$ cat config.mk
export PLATFORM = sky130hd
export DESIGN_NAME = mer_meas_ctrl
export DESIGN_NICKNAME = d
export VERILOG_FILES = /design/src/rtl/mer_meas_ctrl_pkg.sv /design/src/rtl/mer_meas_ctrl_sym_window_cnt.sv /design/src/rtl/mer_meas_ctrl.sv
export SDC_FILE = /design/constraint.sdc
export NUM_CORES = 1
export LEC_CHECK = 0
export ABC_AREA = 1
export CAP_MARGIN = 20
export CORE_UTILIZATION = 25
export CTS_CLUSTER_DIAMETER = 200
export DETAILED_ROUTE_END_ITERATION = 8
export DONT_BUFFER_PORTS = 1
export PLACE_DENSITY = 0.45
export SYNTH_ARGS = -nofsm -noshare
export SYNTH_HDL_FRONTEND = slang
export SYNTH_SLANG_ARGS = --single-unit
export TNS_END_PERCENT = 1
$ cat constraint.sdc
create_clock -name clk -period 2.04 [get_ports clk]
set_clock_uncertainty 0.05 [all_clocks]
set_input_delay 0.204 -clock clk [delete_from_list [all_inputs] [get_ports clk]]
set_output_delay 0.204 -clock clk [all_outputs]
set_load 0.005 [all_outputs]
$ cat src/rtl/mer_meas_ctrl_pkg.sv
// Shared state encodings and default window constants for the MER measurement sequencer.
// Reused by top-level LED/debug decode of the state output.
package mer_meas_ctrl_pkg;

    typedef enum logic [2:0] {
        ST_IDLE    = 3'd0,
        ST_SETTLE  = 3'd1,
        ST_REF_CAL = 3'd2,
        ST_ACCUM   = 3'd3,
        ST_DONE    = 3'd4
    } meas_state_e;

    localparam int DEF_SETTLE_SYMS = 64;
    localparam int DEF_CAL_LOG2    = 10;
    localparam int DEF_ACC_LOG2    = 16;
    localparam int DEF_ERR_W       = 18;
    localparam int DEF_CNT_W       = 16;

    // Width of the shared phase counter: wide enough for the longest phase, never 0.
    function automatic int max3(input int a, input int b, input int c);
        int m;
        m = (a > b) ? a : b;
        m = (m > c) ? m : c;
        return (m < 1) ? 1 : m;
    endfunction

endpackage

$ cat src/rtl/mer_meas_ctrl_sym_window_cnt.sv
// Loadable terminal-count symbol counter shared by the settle, ref-cal and accumulate phases.
// done fires combinationally on the sym_en that completes the window; the count then restarts at 0.
module mer_meas_ctrl_sym_window_cnt #(
    parameter int W = 16
) (
    input  logic         clk,
    input  logic         reset,
    input  logic         clear,
    input  logic         en,
    input  logic         sym_en,
    input  logic [W-1:0] term,
    output logic         done
);
    logic [W-1:0] cnt;

    assign done = en & sym_en & (cnt == term);

    // Held at zero whenever no phase is running, so a new phase always starts from a clean count.
    always_ff @(posedge clk) begin
        if (reset || clear || !en)
            cnt <= '0;
        else if (sym_en)
            cnt <= done ? '0 : cnt + 1'b1;
    end

endmodule

$ cat src/rtl/mer_meas_ctrl.sv
// MER measurement window sequencer: settle, reference calibration, error accumulation, result capture.
// Optional: define MER_SYM_ERR_CNT_EN to count slicer errors over each accumulation window.
module mer_meas_ctrl
    import mer_meas_ctrl_pkg::*;
#(
    parameter int SETTLE_SYMS = DEF_SETTLE_SYMS,
    parameter int CAL_LOG2    = DEF_CAL_LOG2,
    parameter int ACC_LOG2    = DEF_ACC_LOG2,
    parameter int ERR_W       = DEF_ERR_W,
    parameter int CNT_W       = DEF_CNT_W
) (
    input  logic             clk,
    input  logic             reset,
    input  logic             sym_en,
    input  logic             start,
    input  logic             continuous,
    input  logic             abort,
    input  logic             sym_err,
    input  logic [ERR_W-1:0] acc_sq_err,
    input  logic [ERR_W-1:0] acc_dc_err,
    output logic             ref_hold,
    output logic             acc_clear,
    output logic             acc_run,
    output logic             busy,
    output logic [2:0]       state,
    output logic             meas_valid,
    output logic [ERR_W-1:0] sq_err_lat,
    output logic [ERR_W-1:0] dc_err_lat,
    output logic [CNT_W-1:0] meas_count,
    output logic [31:0]      sym_err_cnt
);
    localparam int PH_W = max3(CAL_LOG2, ACC_LOG2, $clog2(SETTLE_SYMS));
    localparam logic [PH_W-1:0] SETTLE_TERM = PH_W'(SETTLE_SYMS - 1);
    localparam logic [PH_W-1:0] CAL_TERM    = PH_W'((64'd1 << CAL_LOG2) - 64'd1);
    localparam logic [PH_W-1:0] ACC_TERM    = PH_W'((64'd1 << ACC_LOG2) - 64'd1);

    meas_state_e     cur, nxt;
    logic [PH_W-1:0] ph_term;
    logic            phase_en, ph_done, capture;

    assign state    = cur;
    assign phase_en = cur inside {ST_SETTLE, ST_REF_CAL, ST_ACCUM};
    assign capture  = (cur == ST_DONE) && !abort;

    mer_meas_ctrl_sym_window_cnt #(.W(PH_W)) u_win (
        .clk    (clk),
        .reset  (reset),
        .clear  (abort),
        .en     (phase_en),
        .sym_en (sym_en),
        .term   (ph_term),
        .done   (ph_done)
    );

    always_comb begin
        nxt     = cur;
        ph_term = '0;
        unique case (cur)
            ST_IDLE:    if (start) nxt = ST_SETTLE;
            ST_SETTLE:  begin ph_term = SETTLE_TERM; if (ph_done) nxt = ST_REF_CAL; end
            ST_REF_CAL: begin ph_term = CAL_TERM;    if (ph_done) nxt = ST_ACCUM;   end
            ST_ACCUM:   begin ph_term = ACC_TERM;    if (ph_done) nxt = ST_DONE;    end
            ST_DONE:    nxt = continuous ? ST_SETTLE : ST_IDLE;
            default:    nxt = ST_IDLE;
        endcase
        if (abort) nxt = ST_IDLE;
    end

    // Control outputs are registered from the next state so they change together with state.
    always_ff @(posedge clk) begin
        if (reset) begin
            cur        <= ST_IDLE;
            acc_clear  <= 1'b1;
            acc_run    <= 1'b0;
            ref_hold   <= 1'b0;
            busy       <= 1'b0;
            meas_valid <= 1'b0;
            sq_err_lat <= '0;
            dc_err_lat <= '0;
            meas_count <= '0;
        end else begin
            cur        <= nxt;
            acc_clear  <= nxt inside {ST_IDLE, ST_SETTLE, ST_REF_CAL};
            acc_run    <= (nxt == ST_ACCUM);
            ref_hold   <= nxt inside {ST_ACCUM, ST_DONE};
            busy       <= (nxt != ST_IDLE);
            meas_valid <= capture;
            if (capture) begin
                sq_err_lat <= acc_sq_err;
                dc_err_lat <= acc_dc_err;
                meas_count <= meas_count + 1'b1;
            end
        end
    end

`ifdef MER_SYM_ERR_CNT_EN
    logic [31:0] err_win;

    // Window count restarts as ACCUM is entered; the entering sym_en belongs to REF_CAL.
    always_ff @(posedge clk) begin
        if (reset) begin
            err_win     <= '0;
            sym_err_cnt <= '0;
        end else begin
            if (cur == ST_REF_CAL && ph_done)
                err_win <= '0;
            else if (cur == ST_ACCUM && sym_en && sym_err && err_win != 32'hFFFF_FFFF)
                err_win <= err_win + 32'd1;
            if (capture)
                sym_err_cnt <= err_win;
        end
    end
`else
    logic unused_sym_err;
    assign unused_sym_err = sym_err;
    assign sym_err_cnt    = '0;
`endif

endmodule

==> metrics.log <==
[metrics] synthesis-to-finish area growth: 25.5%
[metrics] floorplan die area: 0.0137 sq mm
[metrics] leakage power summed over all cells: 1.76 nW
[metrics] worst min path class: input pin to register
[metrics] share of synthesized area occupied by flip-flops and latches: 45.9%
[metrics] depth of the CTS H-tree: 3
[metrics] maximum fanout along the worst path: 5
[metrics] total grt overflow: 0
[metrics] Reg2Reg Depth: 9
[metrics] area fraction of the dominant cell type after synthesis: 45.9%
[metrics] source of the worst register-to-register timing path: state[1]
[metrics] routed via count divided by cell count: 4.13
[metrics] vias in the first global route: 2,577
[metrics] routability congestion estimate from global placement: 0.745
[metrics] Crit Path Category: register to register
[metrics] final-report hold violation count: 0
[metrics] type of element capturing the critical path: register
[metrics] final worst setup slack: 0.272 ns
[metrics] CTS tree: built
[metrics] Mapped Cells: 444
[metrics] largest net degree at the start of global routing: 51
[metrics] worst slack after detailed placement: 0.210 ns
[metrics] number of antenna violations at the first check in global routing: 0
[metrics] number of warnings printed during yosys synthesis: 0
[metrics] Setup violations, final: 0
[metrics] all-layer global routing usage: 12.0%
[metrics] top post-synthesis cells by area: sky130_fd_sc_hd__dfxtp_1 46%, sky130_fd_sc_hd__nor2_1 12%, sky130_fd_sc_hd__buf_4 7.5%
[metrics] CTS Buf Count: 9
[metrics] launching instance or port of the critical path: state[1]
[metrics] Post-Syn Area: 0.00332 sq mm
[metrics] overall power after layout: 3.26 mW
[metrics] Worst IR Drop VDD: 0.395 mV
[metrics] die height: 117 um
[metrics] commonest non-fill, non-tap cell in the layout: sky130_fd_sc_hd__nor2_1
[metrics] most frequent cells in the layout: 108 x sky130_fd_sc_hd__nor2_1, 76 x sky130_fd_sc_hd__dfxtp_1, 50 x sky130_fd_sc_hd__nand2_1
[metrics] starting utilization of the core area: 26.0%
[metrics] crit share post-route: 86.7%
[metrics] count of placed standard cells in the final layout, fillers left out: 666
[metrics] clock period minus worst slack: 1.77 ns
[metrics] Clock Tree Root: sky130_fd_sc_hd__clkbuf_16
[metrics] number of placed instances with taps included: 608
[metrics] final layout net count: 534
[metrics] count of pins on the block boundary: 135
[metrics] Avg Cell Area, Syn: 7.47 sq um
[metrics] Fin Setup TNS: 0 ns
[metrics] number of port buffers: 0
[metrics] Startpoint Class: register
[metrics] Max Root-Sink Buffers: 2
[metrics] post-route DRC violation count: 0
[metrics] number of max-capacitance violations reported: 0
[metrics] drt initial violations: 139
[metrics] Chip Width: 117 um
[metrics] Worst R2R End: meas_count[12]
[metrics] number of fill cells in the layout: 1,351
[metrics] Fmax achieved: 0.566 GHz
[metrics] source-to-sink clock delay at the later pin of the worst-skew pair: 0.33 ns
[metrics] DP Wirelength: 5110 um
[metrics] library cell occupying the most area in the post-synthesis netlist: sky130_fd_sc_hd__dfxtp_1
[metrics] Row Count: 41
[metrics] register-to-register path setup slack: 0.27 ns
[metrics] Final Max Slew Viols: 0
[metrics] first-pass GRT wire length: 12,300 um
[metrics] clock-pin slew on the worst setup and hold paths: 0.06 ns
[metrics] unique cell type count in the Yosys netlist: 31
[metrics] crit path to: meas_count[12]
[metrics] iteration count of the initial detailed-routing pass: 4
[metrics] Sink Count: 76
[metrics] unrepaired setup endpoints after global routing: false
[metrics] fraction of final layout cells with drive strength greater than 1: 8.30%
[metrics] final WL: 7800 um
[metrics] worst endpoint data arrival time: 1.94 ns
[metrics] detail-routed net length per standard cell: 11.7 um
[metrics] count of state elements after synthesis: 76
[metrics] Core Region: 0.0128 sq mm
[metrics] P per Cell Area: 784 mW/mm^2
[metrics] count of nets left with antenna violations after detail routing: 0
[metrics] result of the run: finished, final reports clean
[metrics] ant diodes: 0
[metrics] CP Data Required Time: 2.22 ns
[metrics] final hold slack: 0.0190 ns
[metrics] via count: 2,748
power breakdown:
group	switching [mW]	internal, mW	total, mW
Combinational	0.0558	0.0606	0.116
Sequential	0.00189	1.49	1.49
Clock	0.612	1.05	1.66
Total	0.670	2.59	3.26
flip-flops by register name (all words and copies together) (netlist names):
| signal | flops |
|---|---|
| busy | 1 |
| sq_err_lat | 18 |
| meas_valid | 1 |
| acc_run | 1 |
| acc_clear | 1 |
| state | 3 |
| u_win.cnt | 16 |
| meas_count | 16 |
| dc_err_lat | 18 |
| ref_hold | 1 |
stage by stage:
| stage | util (%) | area [sq um] |
|---|---|---|
| 2_1_floorplan | - | 3430 |
| 3_3_place_gp | 26.7 | 3420 |
| 3_5_place_dp | 26.7 | 3420 |
| 4_1_cts | 32.3 | 4120 |
| 5_1_grt | 32.6 | 4160 |
| 6_report | 32.6 | 4160 |
final cells by class:
class / instances / area [sq um] / area share [%]
timing repair buffer: 49 / 490 / 11.8
tap: 172 / 215 / 5.17
inverter: 39 / 150 / 3.61
sequential: 76 / 1520 / 36.5
clock inverter: 3 / 43.8 / 1.05
multi-input combinational: 314 / 1470 / 35.4
clock buffer: 13 / 270 / 6.49
metal layers:
layer,track usage (%),vias up,wire length [um]
met4,6.58,0,170
met3,4.84,12,639
li1,-,1439,-
met5,0,-,0
met2,18.8,99,3540
met1,14.1,1198,3450
how the worst min path moves through the flow:
stage | startpoint | slack [ns] | endpoint | cells after the start
after global placement | reset | 0.23 | meas_valid | 1
final | sym_en | 0.02 | u_win.cnt[1] | 3
after global routing | sym_en | 0.02 | u_win.cnt[1] | 3
after CTS | sym_en | 0.001 | u_win.cnt[1] | 3
after detailed placement | reset | 0.23 | meas_valid | 1
after floorplan | acc_dc_err[0] | 0.29 | dc_err_lat[0] | 2
repair_timing:
item,4_1_cts,5_1_grt
setup endpoints to repair,0,2
hold buffers,39,0
hold endpoints to repair,48,0
resized for setup,0,2
buffers inserted,0,3
synth_stat cells (all sizes together):
cell type  number
o21bai          1
nand3          14
o21a            3
o2111a          1
xor2            5
a31oi           1
buf            34
nor2          112
xnor2           2
nand4           3
dfxtp          76
nor3b           2
inv            39
nand2          51
nor4            2
ha              2
a21oi          17
conb            1
a211oi          2
nor3           14
clkbuf         12
o21ai          50
kinds of logic (layout without fill, tap and decap cells):
| family | after synthesis | count (layout) | synth area share, % |
|---|---|---|---|
| AOI/OAI and AO/OA | 75 | 75 | 12.0 |
| adders and majority gates | 2 | 2 | 0.754 |
| xor gates and xnor gates | 7 | 7 | 1.85 |
| buffers and inverters | 85 | 104 | 13.4 |
| and+or+nand+nor | 198 | 198 | 26.0 |
| DFF | 76 | 76 | 45.9 |
| other | 1 | 32 | 0.113 |
worst max-delay path, cell delays in order, from the launching register on:
cell and delay, ns:
sky130_fd_sc_hd__dfxtp_1 0.35, sky130_fd_sc_hd__inv_1 0.12, sky130_fd_sc_hd__nand2_1 0.12, sky130_fd_sc_hd__nor3_4 0.21, sky130_fd_sc_hd__buf_12 0.15, sky130_fd_sc_hd__nand3_1 0.14, sky130_fd_sc_hd__nor2_4 0.18, sky130_fd_sc_hd__nand4_1 0.13
sky130_fd_sc_hd__o21ai_1 0.16, sky130_fd_sc_hd__a21oi_1 0.05
Power figures use the tool's default switching activity.
